`src/rtl/mem_wb_stage_if.sv`:
```
// Bus between the execute stage, the memory/write-back stage and the
// downstream consumers (forwarding/stall logic, register file).
interface mem_wb_stage_if;
   logic [31:0] exe_result;
   logic [31:0] exe_b;
   logic [4:0]  exe_rw;
   logic        exe_regwr;
   logic        exe_memwr;
   logic        exe_memtoreg;

   logic [31:0] mem_result;
   logic [4:0]  mem_rw;
   logic        mem_regwr;
   logic        mem_memtoreg;
   logic        mem_misalign;

   logic [4:0]  wb_rw;
   logic        wb_regwr;
   logic [31:0] wb_busw;

   modport master (
      output exe_result, exe_b, exe_rw, exe_regwr, exe_memwr, exe_memtoreg,
      input  mem_result, mem_rw, mem_regwr, mem_memtoreg, mem_misalign,
      input  wb_rw, wb_regwr, wb_busw
   );

   modport slave (
      input  exe_result, exe_b, exe_rw, exe_regwr, exe_memwr, exe_memtoreg,
      output mem_result, mem_rw, mem_regwr, mem_memtoreg, mem_misalign,
      output wb_rw, wb_regwr, wb_busw
   );
endinterface

```
`src/rtl/mem_wb_stage.sv`:
```
// MIPS memory stage: EX/MEM register, word-addressed data memory and the
// MEM/WB register that produces the write-back bus.
module mem_wb_stage #(
   parameter int DEPTH = 64,
   parameter int AW    = 6
) (
   input logic           clk,
   input logic           rst,
   mem_wb_stage_if.slave bus
);

   logic [31:0] mem_result_q;
   logic [31:0] mem_b_q;
   logic [4:0]  mem_rw_q;
   logic        mem_regwr_q;
   logic        mem_memwr_q;
   logic        mem_memtoreg_q;

   logic [31:0] wb_result_q;
   logic [31:0] wb_dout_q;
   logic [4:0]  wb_rw_q;
   logic        wb_regwr_q;
   logic        wb_memtoreg_q;

   logic [31:0] ram [DEPTH];

   logic [AW-1:0] mem_index;
   logic          mem_misalign;
   logic          mem_store_ok;
   logic          mem_regwr_adj;
   logic [31:0]   mem_dout;

   // Upper address bits are dropped, so the address space wraps modulo DEPTH*4.
   assign mem_index     = mem_result_q[AW+1:2];
   assign mem_misalign  = (mem_memwr_q | mem_memtoreg_q) & (mem_result_q[1:0] != 2'b00);
   assign mem_store_ok  = mem_memwr_q & (mem_result_q[1:0] == 2'b00);
   assign mem_regwr_adj = mem_regwr_q & ~(mem_memtoreg_q & mem_misalign);
   assign mem_dout      = ram[mem_index];

   always_ff @(posedge clk or posedge rst) begin
      if (rst) begin
         mem_result_q   <= '0;
         mem_b_q        <= '0;
         mem_rw_q       <= '0;
         mem_regwr_q    <= 1'b0;
         mem_memwr_q    <= 1'b0;
         mem_memtoreg_q <= 1'b0;
      end else begin
         mem_result_q   <= bus.exe_result;
         mem_b_q        <= bus.exe_b;
         mem_rw_q       <= bus.exe_rw;
         mem_regwr_q    <= bus.exe_regwr;
         mem_memwr_q    <= bus.exe_memwr;
         mem_memtoreg_q <= bus.exe_memtoreg;
      end
   end

   // Memory contents survive reset; only the write is blocked while reset is high.
   always_ff @(posedge clk) begin
      if (!rst && mem_store_ok) begin
         ram[mem_index] <= mem_b_q;
      end
   end

   always_ff @(posedge clk or posedge rst) begin
      if (rst) begin
         wb_result_q   <= '0;
         wb_dout_q     <= '0;
         wb_rw_q       <= '0;
         wb_regwr_q    <= 1'b0;
         wb_memtoreg_q <= 1'b0;
      end else begin
         wb_result_q   <= mem_result_q;
         wb_dout_q     <= mem_dout;
         wb_rw_q       <= mem_rw_q;
         wb_regwr_q    <= mem_regwr_adj;
         wb_memtoreg_q <= mem_memtoreg_q;
      end
   end

   assign bus.mem_result   = mem_result_q;
   assign bus.mem_rw       = mem_rw_q;
   assign bus.mem_regwr    = mem_regwr_q;
   assign bus.mem_memtoreg = mem_memtoreg_q;
   assign bus.mem_misalign = mem_misalign;

   assign bus.wb_rw    = wb_rw_q;
   assign bus.wb_regwr = wb_regwr_q;
   assign bus.wb_busw  = wb_memtoreg_q ? wb_dout_q : wb_result_q;

endmodule
```
`src/flat_wrapper.sv`:
```
// flat-port wrapper written by rule: the top's interface ports become plain ports
module mem_wb_stage_flat 
#(
   parameter int DEPTH = 64,
   parameter int AW    = 6
)
  (clk, rst, bus_exe_result, bus_exe_b, bus_exe_rw, bus_exe_regwr, bus_exe_memwr, bus_exe_memtoreg, bus_mem_result, bus_mem_rw, bus_mem_regwr, bus_mem_memtoreg, bus_mem_misalign, bus_wb_rw, bus_wb_regwr, bus_wb_busw);
  mem_wb_stage_if bus_i ();
  input logic clk;
  input logic rst;
  input wire logic [$bits(bus_i.exe_result)-1:0] bus_exe_result;
  input wire logic [$bits(bus_i.exe_b)-1:0] bus_exe_b;
  input wire logic [$bits(bus_i.exe_rw)-1:0] bus_exe_rw;
  input wire logic [$bits(bus_i.exe_regwr)-1:0] bus_exe_regwr;
  input wire logic [$bits(bus_i.exe_memwr)-1:0] bus_exe_memwr;
  input wire logic [$bits(bus_i.exe_memtoreg)-1:0] bus_exe_memtoreg;
  output wire logic [$bits(bus_i.mem_result)-1:0] bus_mem_result;
  output wire logic [$bits(bus_i.mem_rw)-1:0] bus_mem_rw;
  output wire logic [$bits(bus_i.mem_regwr)-1:0] bus_mem_regwr;
  output wire logic [$bits(bus_i.mem_memtoreg)-1:0] bus_mem_memtoreg;
  output wire logic [$bits(bus_i.mem_misalign)-1:0] bus_mem_misalign;
  output wire logic [$bits(bus_i.wb_rw)-1:0] bus_wb_rw;
  output wire logic [$bits(bus_i.wb_regwr)-1:0] bus_wb_regwr;
  output wire logic [$bits(bus_i.wb_busw)-1:0] bus_wb_busw;
  assign bus_i.exe_result = bus_exe_result;
  assign bus_i.exe_b = bus_exe_b;
  assign bus_i.exe_rw = bus_exe_rw;
  assign bus_i.exe_regwr = bus_exe_regwr;
  assign bus_i.exe_memwr = bus_exe_memwr;
  assign bus_i.exe_memtoreg = bus_exe_memtoreg;
  assign bus_mem_result = bus_i.mem_result;
  assign bus_mem_rw = bus_i.mem_rw;
  assign bus_mem_regwr = bus_i.mem_regwr;
  assign bus_mem_memtoreg = bus_i.mem_memtoreg;
  assign bus_mem_misalign = bus_i.mem_misalign;
  assign bus_wb_rw = bus_i.wb_rw;
  assign bus_wb_regwr = bus_i.wb_regwr;
  assign bus_wb_busw = bus_i.wb_busw;
  mem_wb_stage #(.DEPTH(DEPTH), .AW(AW)) u_core (.clk(clk), .rst(rst), .bus(bus_i));
endmodule
```
`config.mk`:
```
export PLATFORM = sky130hd
export DESIGN_NAME = mem_wb_stage_flat
export DESIGN_NICKNAME = d
export VERILOG_FILES = /design/src/rtl/mem_wb_stage_if.sv /design/src/rtl/mem_wb_stage.sv /design/src/flat_wrapper.sv
export SDC_FILE = /design/constraint.sdc
export NUM_CORES = 2
export LEC_CHECK = 0
export CORE_ASPECT_RATIO = 0.9
export CORE_UTILIZATION = 30
export CTS_BUF_LIST = sky130_fd_sc_hd__clkbuf_4 sky130_fd_sc_hd__clkbuf_8
export DETAILED_ROUTE_END_ITERATION = 10
export GPL_ROUTABILITY_DRIVEN = 0
export GPL_TIMING_DRIVEN = 0
export RECOVER_POWER = 50
export SLEW_MARGIN = 20
export SYNTH_ARGS = -nofsm -noshare
export SYNTH_HDL_FRONTEND = slang
export SYNTH_SLANG_ARGS = --single-unit
```
`constraint.sdc`:
```
create_clock -name clk -period 6.6 [get_ports clk]
set_input_delay 1.32 -clock clk [delete_from_list [all_inputs] [get_ports clk]]
set_output_delay 1.32 -clock clk [all_outputs]
set_load 0.03 [all_outputs]
```
==> implementation parameters <==
Parameter                              Value

Critical path
  Launch point of the critical path ... u_core.bus.mem_result[5]$_DFF_PP0_
  Reg2Reg Capture Point ... u_core.ram[36][24]$_DFFE_PP_
  CP startpoint kind ... flop
  Reg2reg start ... u_core.bus.mem_result[5]$_DFF_PP0_
  Worst R2R Setup Slack ... 1.21 ns
  Cell at the slowest stage of the critical path ... nand2_1
  Crit-path most repeated cell ... buf_2
  Worst Path Required ... 7.36 ns
  Family with the most delay on the worst path ... simple AND/OR/NAND/NOR gates
  Startpoint-to-endpoint class of the critical path ... reg -> reg
  Worst-path maximum fanout ... 17
  Endpoint kind of the worst setup timing path ... flop
  Number of buffers and inverters on the critical path ... 4
  Logic depth of the worst path, buffers included ... 7
  CP arrival ... 6.15 ns
  CP endpoint ... u_core.ram[36][24]$_DFFE_PP_
  Cell count of the worst reg-to-reg path ... 7
  CP max stage delay ... 0.91 ns
  Cell breakdown of the critical path ... buf_2, nor2_1, nand2_1, clkbuf_1, buf_2, nor2_4, buf_12

Power and ir drop
  Leak ... 31.5 nW
  Power per unit of standard cell area ... 294 mW/mm2
  Worst vdd rail ir drop ... 0.000236 V

Clocking
  PostCTS Resize Cnt ... 0
  Depth of the CTS H-tree ... 5
  Total clock buffers created by CTS ... 359
  Max Buffers Root-to-Sink ... 4
  Clock latency on the worst-skew pair ... 1.14 ns
  Clock transition at path regs ... 0.06 ns
  CTS Hold Bufs ... 0
  Post CTS Setup Buffer Count ... 0
  CTS tree ... built
  Clk sinks ... 2191
  CTS root buffer ... clkbuf_8

Yosys
  Area of the mapped netlist ... 0.0820 mm2
  Synthesized net count ... 4604
  Top FF cell, synth ... edfxtp_1
  Main area contributors after synthesis ... edfxtp_1, a221oi_1, dfrtp_1
  Async set or reset register ratio after synthesis ... 0.0653
  EDFF count, synth ... 2048
  Area share of the leading cell type in the synthesized netlist ... 0.750
  Dominant cell type by area after synthesis ... edfxtp_1
  Post-Syn Area per Cell ... 18.1 um2
  Sequential element share of the synthesized area ... 0.794
  Count of synthesis-stage warnings from yosys ... 0
  Cells after Synth ... 4530
  Yosys reg bits ... 2191
  Yosys cell types ... 58

Timing
  Setup repair after global routing missed its margin ... no
  Slew margin rel. ... -1.73
  Setup violators final ... 0
  Top achievable clock speed ... 185 MHz
  Final worst hold slack ... 0.352 ns
  Final number of hold-violating endpoints ... 0
  Ratio of final minimum period to clock period ... 0.817
  Post-layout minimum cycle time ... 5.39 ns
  Number of slew-limit violations in the final report ... 1579
  Slew at the pin with the worst max-slew slack ... 4.10 ns
  Worst Skew ... 0.0914 ns

Layout
  Area growth from synthesis to final layout ... 20.5%
  Layout cells sized above 1 ... 0.205
  Post-layout instance count excluding filler cells ... 9076
  Leading cell type in the layout, fill and taps excluded ... edfxtp_1
  Layout net count ... 5283
  Most frequent cells in the layout ... edfxtp_1, a221oi_1, clkbuf_8
  Total of fill cells in the finished design ... 24900
  Design Area, Final ... 0.0987 mm2

Routing
  Wire length after detailed routing ... 330000 um
  Number of antenna-violating nets in the routed design ... 0
  DRC errors left ... 0
  Routed length per instance ... 36.4 um
  Detailed router's first-iteration violation count ... 10600
  Number of vias after detailed routing ... 53900
  Mean number of vias per cell ... 5.94
  First-pass iteration count of the detailed router ... 6

Die
  Die Area ... 0.275 mm2
  Chip Height ... 498 um
  Boundary pin count ... 152
  Effective utilization at floorplan ... 0.303
  Area of the core ... 0.271 mm2
  Chip width ... 553 um
  Site row count ... 181

GRT
  Initial antenna violation count ... 35
  Total gr overflow ... 0
  First-pass GRT wire length ... 433000 um
  Total GRT Usage ... 0.232
  Vias in the first global route ... 50600
  Largest net degree at the start of global routing ... 74

Worst hold path
  Min-delay worst type ... reg -> reg

Placement
  Placed cell count ... 8416
  Half-perimeter wire length after detailed placement ... 227000 um
  Placed inst area ... 0.0924 mm2
  Number of I/O port buffers ... 151

Run status
  Status ... finished with violations
  Violated checks ... max-capacitance violations, max-slew violations

Run
  Max_cap viols ... 34
==> where the power goes <==
group | total (W) | switching [W] | internal, W
Clock | 0.0117 | 0.00553 | 0.00615
Sequential | 0.0154 | 0.000143 | 0.0153
Combinational | 0.00194 | 0.00143 | 0.000503
==> how the worst min path moves through the flow <==
| stage | end | cells after the start | slack [ns] | startpoint |
|---|---|---|---|---|
| after floorplan | u_core.wb_dout_q[16]$_DFF_PP0_ | 2 | 0.54 | u_core.ram[37][16]$_DFFE_PP_ |
| after global placement | u_core.bus.wb_rw[1]$_DFF_PP0_ | 0 | 0.36 | u_core.bus.mem_rw[1]$_DFF_PP0_ |
| after detailed placement | u_core.wb_result_q[17]$_DFF_PP0_ | 0 | 0.36 | u_core.bus.mem_result[17]$_DFF_PP0_ |
| after CTS | u_core.wb_result_q[8]$_DFF_PP0_ | 0 | 0.35 | u_core.bus.mem_result[8]$_DFF_PP0_ |
| after global routing | u_core.wb_result_q[8]$_DFF_PP0_ | 0 | 0.37 | u_core.bus.mem_result[8]$_DFF_PP0_ |
| final | u_core.wb_result_q[8]$_DFF_PP0_ | 0 | 0.35 | u_core.bus.mem_result[8]$_DFF_PP0_ |
==> per-stage QoR <==
stage          utilization  TNS (ns)  setup WS, ns  power, W
2_1_floorplan            -         0          1.44    0.0165
3_3_place_gp         0.325  -3407.76         -2.18    0.0175
3_5_place_dp         0.341         0          1.47    0.0175
4_1_cts              0.366         0          1.37    0.0289
5_1_grt              0.364         0          1.34    0.0296
6_report             0.365         0          1.21    0.0290
==> layout make-up <==
| type | instances | area, um2 | share of cell area |
|---|---|---|---|
| Multi-Input combinational cell | 2001 | 15600 | 0.158 |
| Tap cell | 3568 | 4460 | 0.0452 |
| Clock inverter | 155 | 936 | 0.00948 |
| Clock buffer | 477 | 5900 | 0.0597 |
| Inverter | 5 | 20.0 | 0.000203 |
| Antenna cell | 28 | 70.1 | 0.000710 |
| Timing Repair Buffer | 318 | 4870 | 0.0494 |
| Sequential cell | 2191 | 65100 | 0.659 |
| Buffer | 333 | 1770 | 0.0179 |
==> routing by layer <==
| metal | wire (um) | global-route usage |
|---|---|---|
| met1 | 111000 | 0.275 |
| met2 | 136000 | 0.329 |
| met5 | 310 | 0.00902 |
| met4 | 25300 | 0.153 |
| met3 | 57200 | 0.114 |
==> cell usage after synthesis (all sizes together), types with 27 or more instances <==
| cell | instances |
|---|---|
| buf | 235 |
| a21oi | 102 |
| nor2 | 250 |
| mux2i | 193 |
| clkbuf | 98 |
| a22oi | 231 |
| mux2 | 86 |
| o21ai | 167 |
| nor3 | 36 |
| nand2 | 97 |
| edfxtp | 2048 |
| dfrtp | 143 |
| a22o | 27 |
| o221ai | 38 |
| nand3 | 33 |
| a221oi | 424 |
| mux4 | 57 |
| o22ai | 71 |
==> flip-flops by register name (all words and copies together), names as in the netlist <==
name,count
u_core.ram,2048
u_core.bus.mem_result,32
u_core.mem_b_q,32
u_core.wb_dout_q,32
u_core.wb_result_q,32
u_core.bus.mem_rw,5
u_core.bus.wb_rw,5
u_core.bus.mem_memtoreg,1
u_core.bus.mem_regwr,1
u_core.bus.wb_regwr,1
u_core.mem_memwr_q,1
u_core.wb_memtoreg_q,1
==> kinds of logic (layout without fill, tap and decap cells) <==
group           after synthesis  in the layout  share of synthesized area
buf+inv                     338           1288                     0.0214
simple gates                492            492                     0.0266
mux                         336            336                     0.0511
compound gates             1173           1173                      0.107
other cells                   0             28                          0
flops                      2191           2191                      0.794
==> worst reg2reg max path, stage by stage (launching register included) <==
cell	delay, ns
dfrtp_1	0.62
buf_2	0.34
nor2_1	0.80
nand2_1	0.91
clkbuf_1	0.77
buf_2	0.55
nor2_4	0.78
buf_12	0.29
Power figures use the tool's default switching activity.
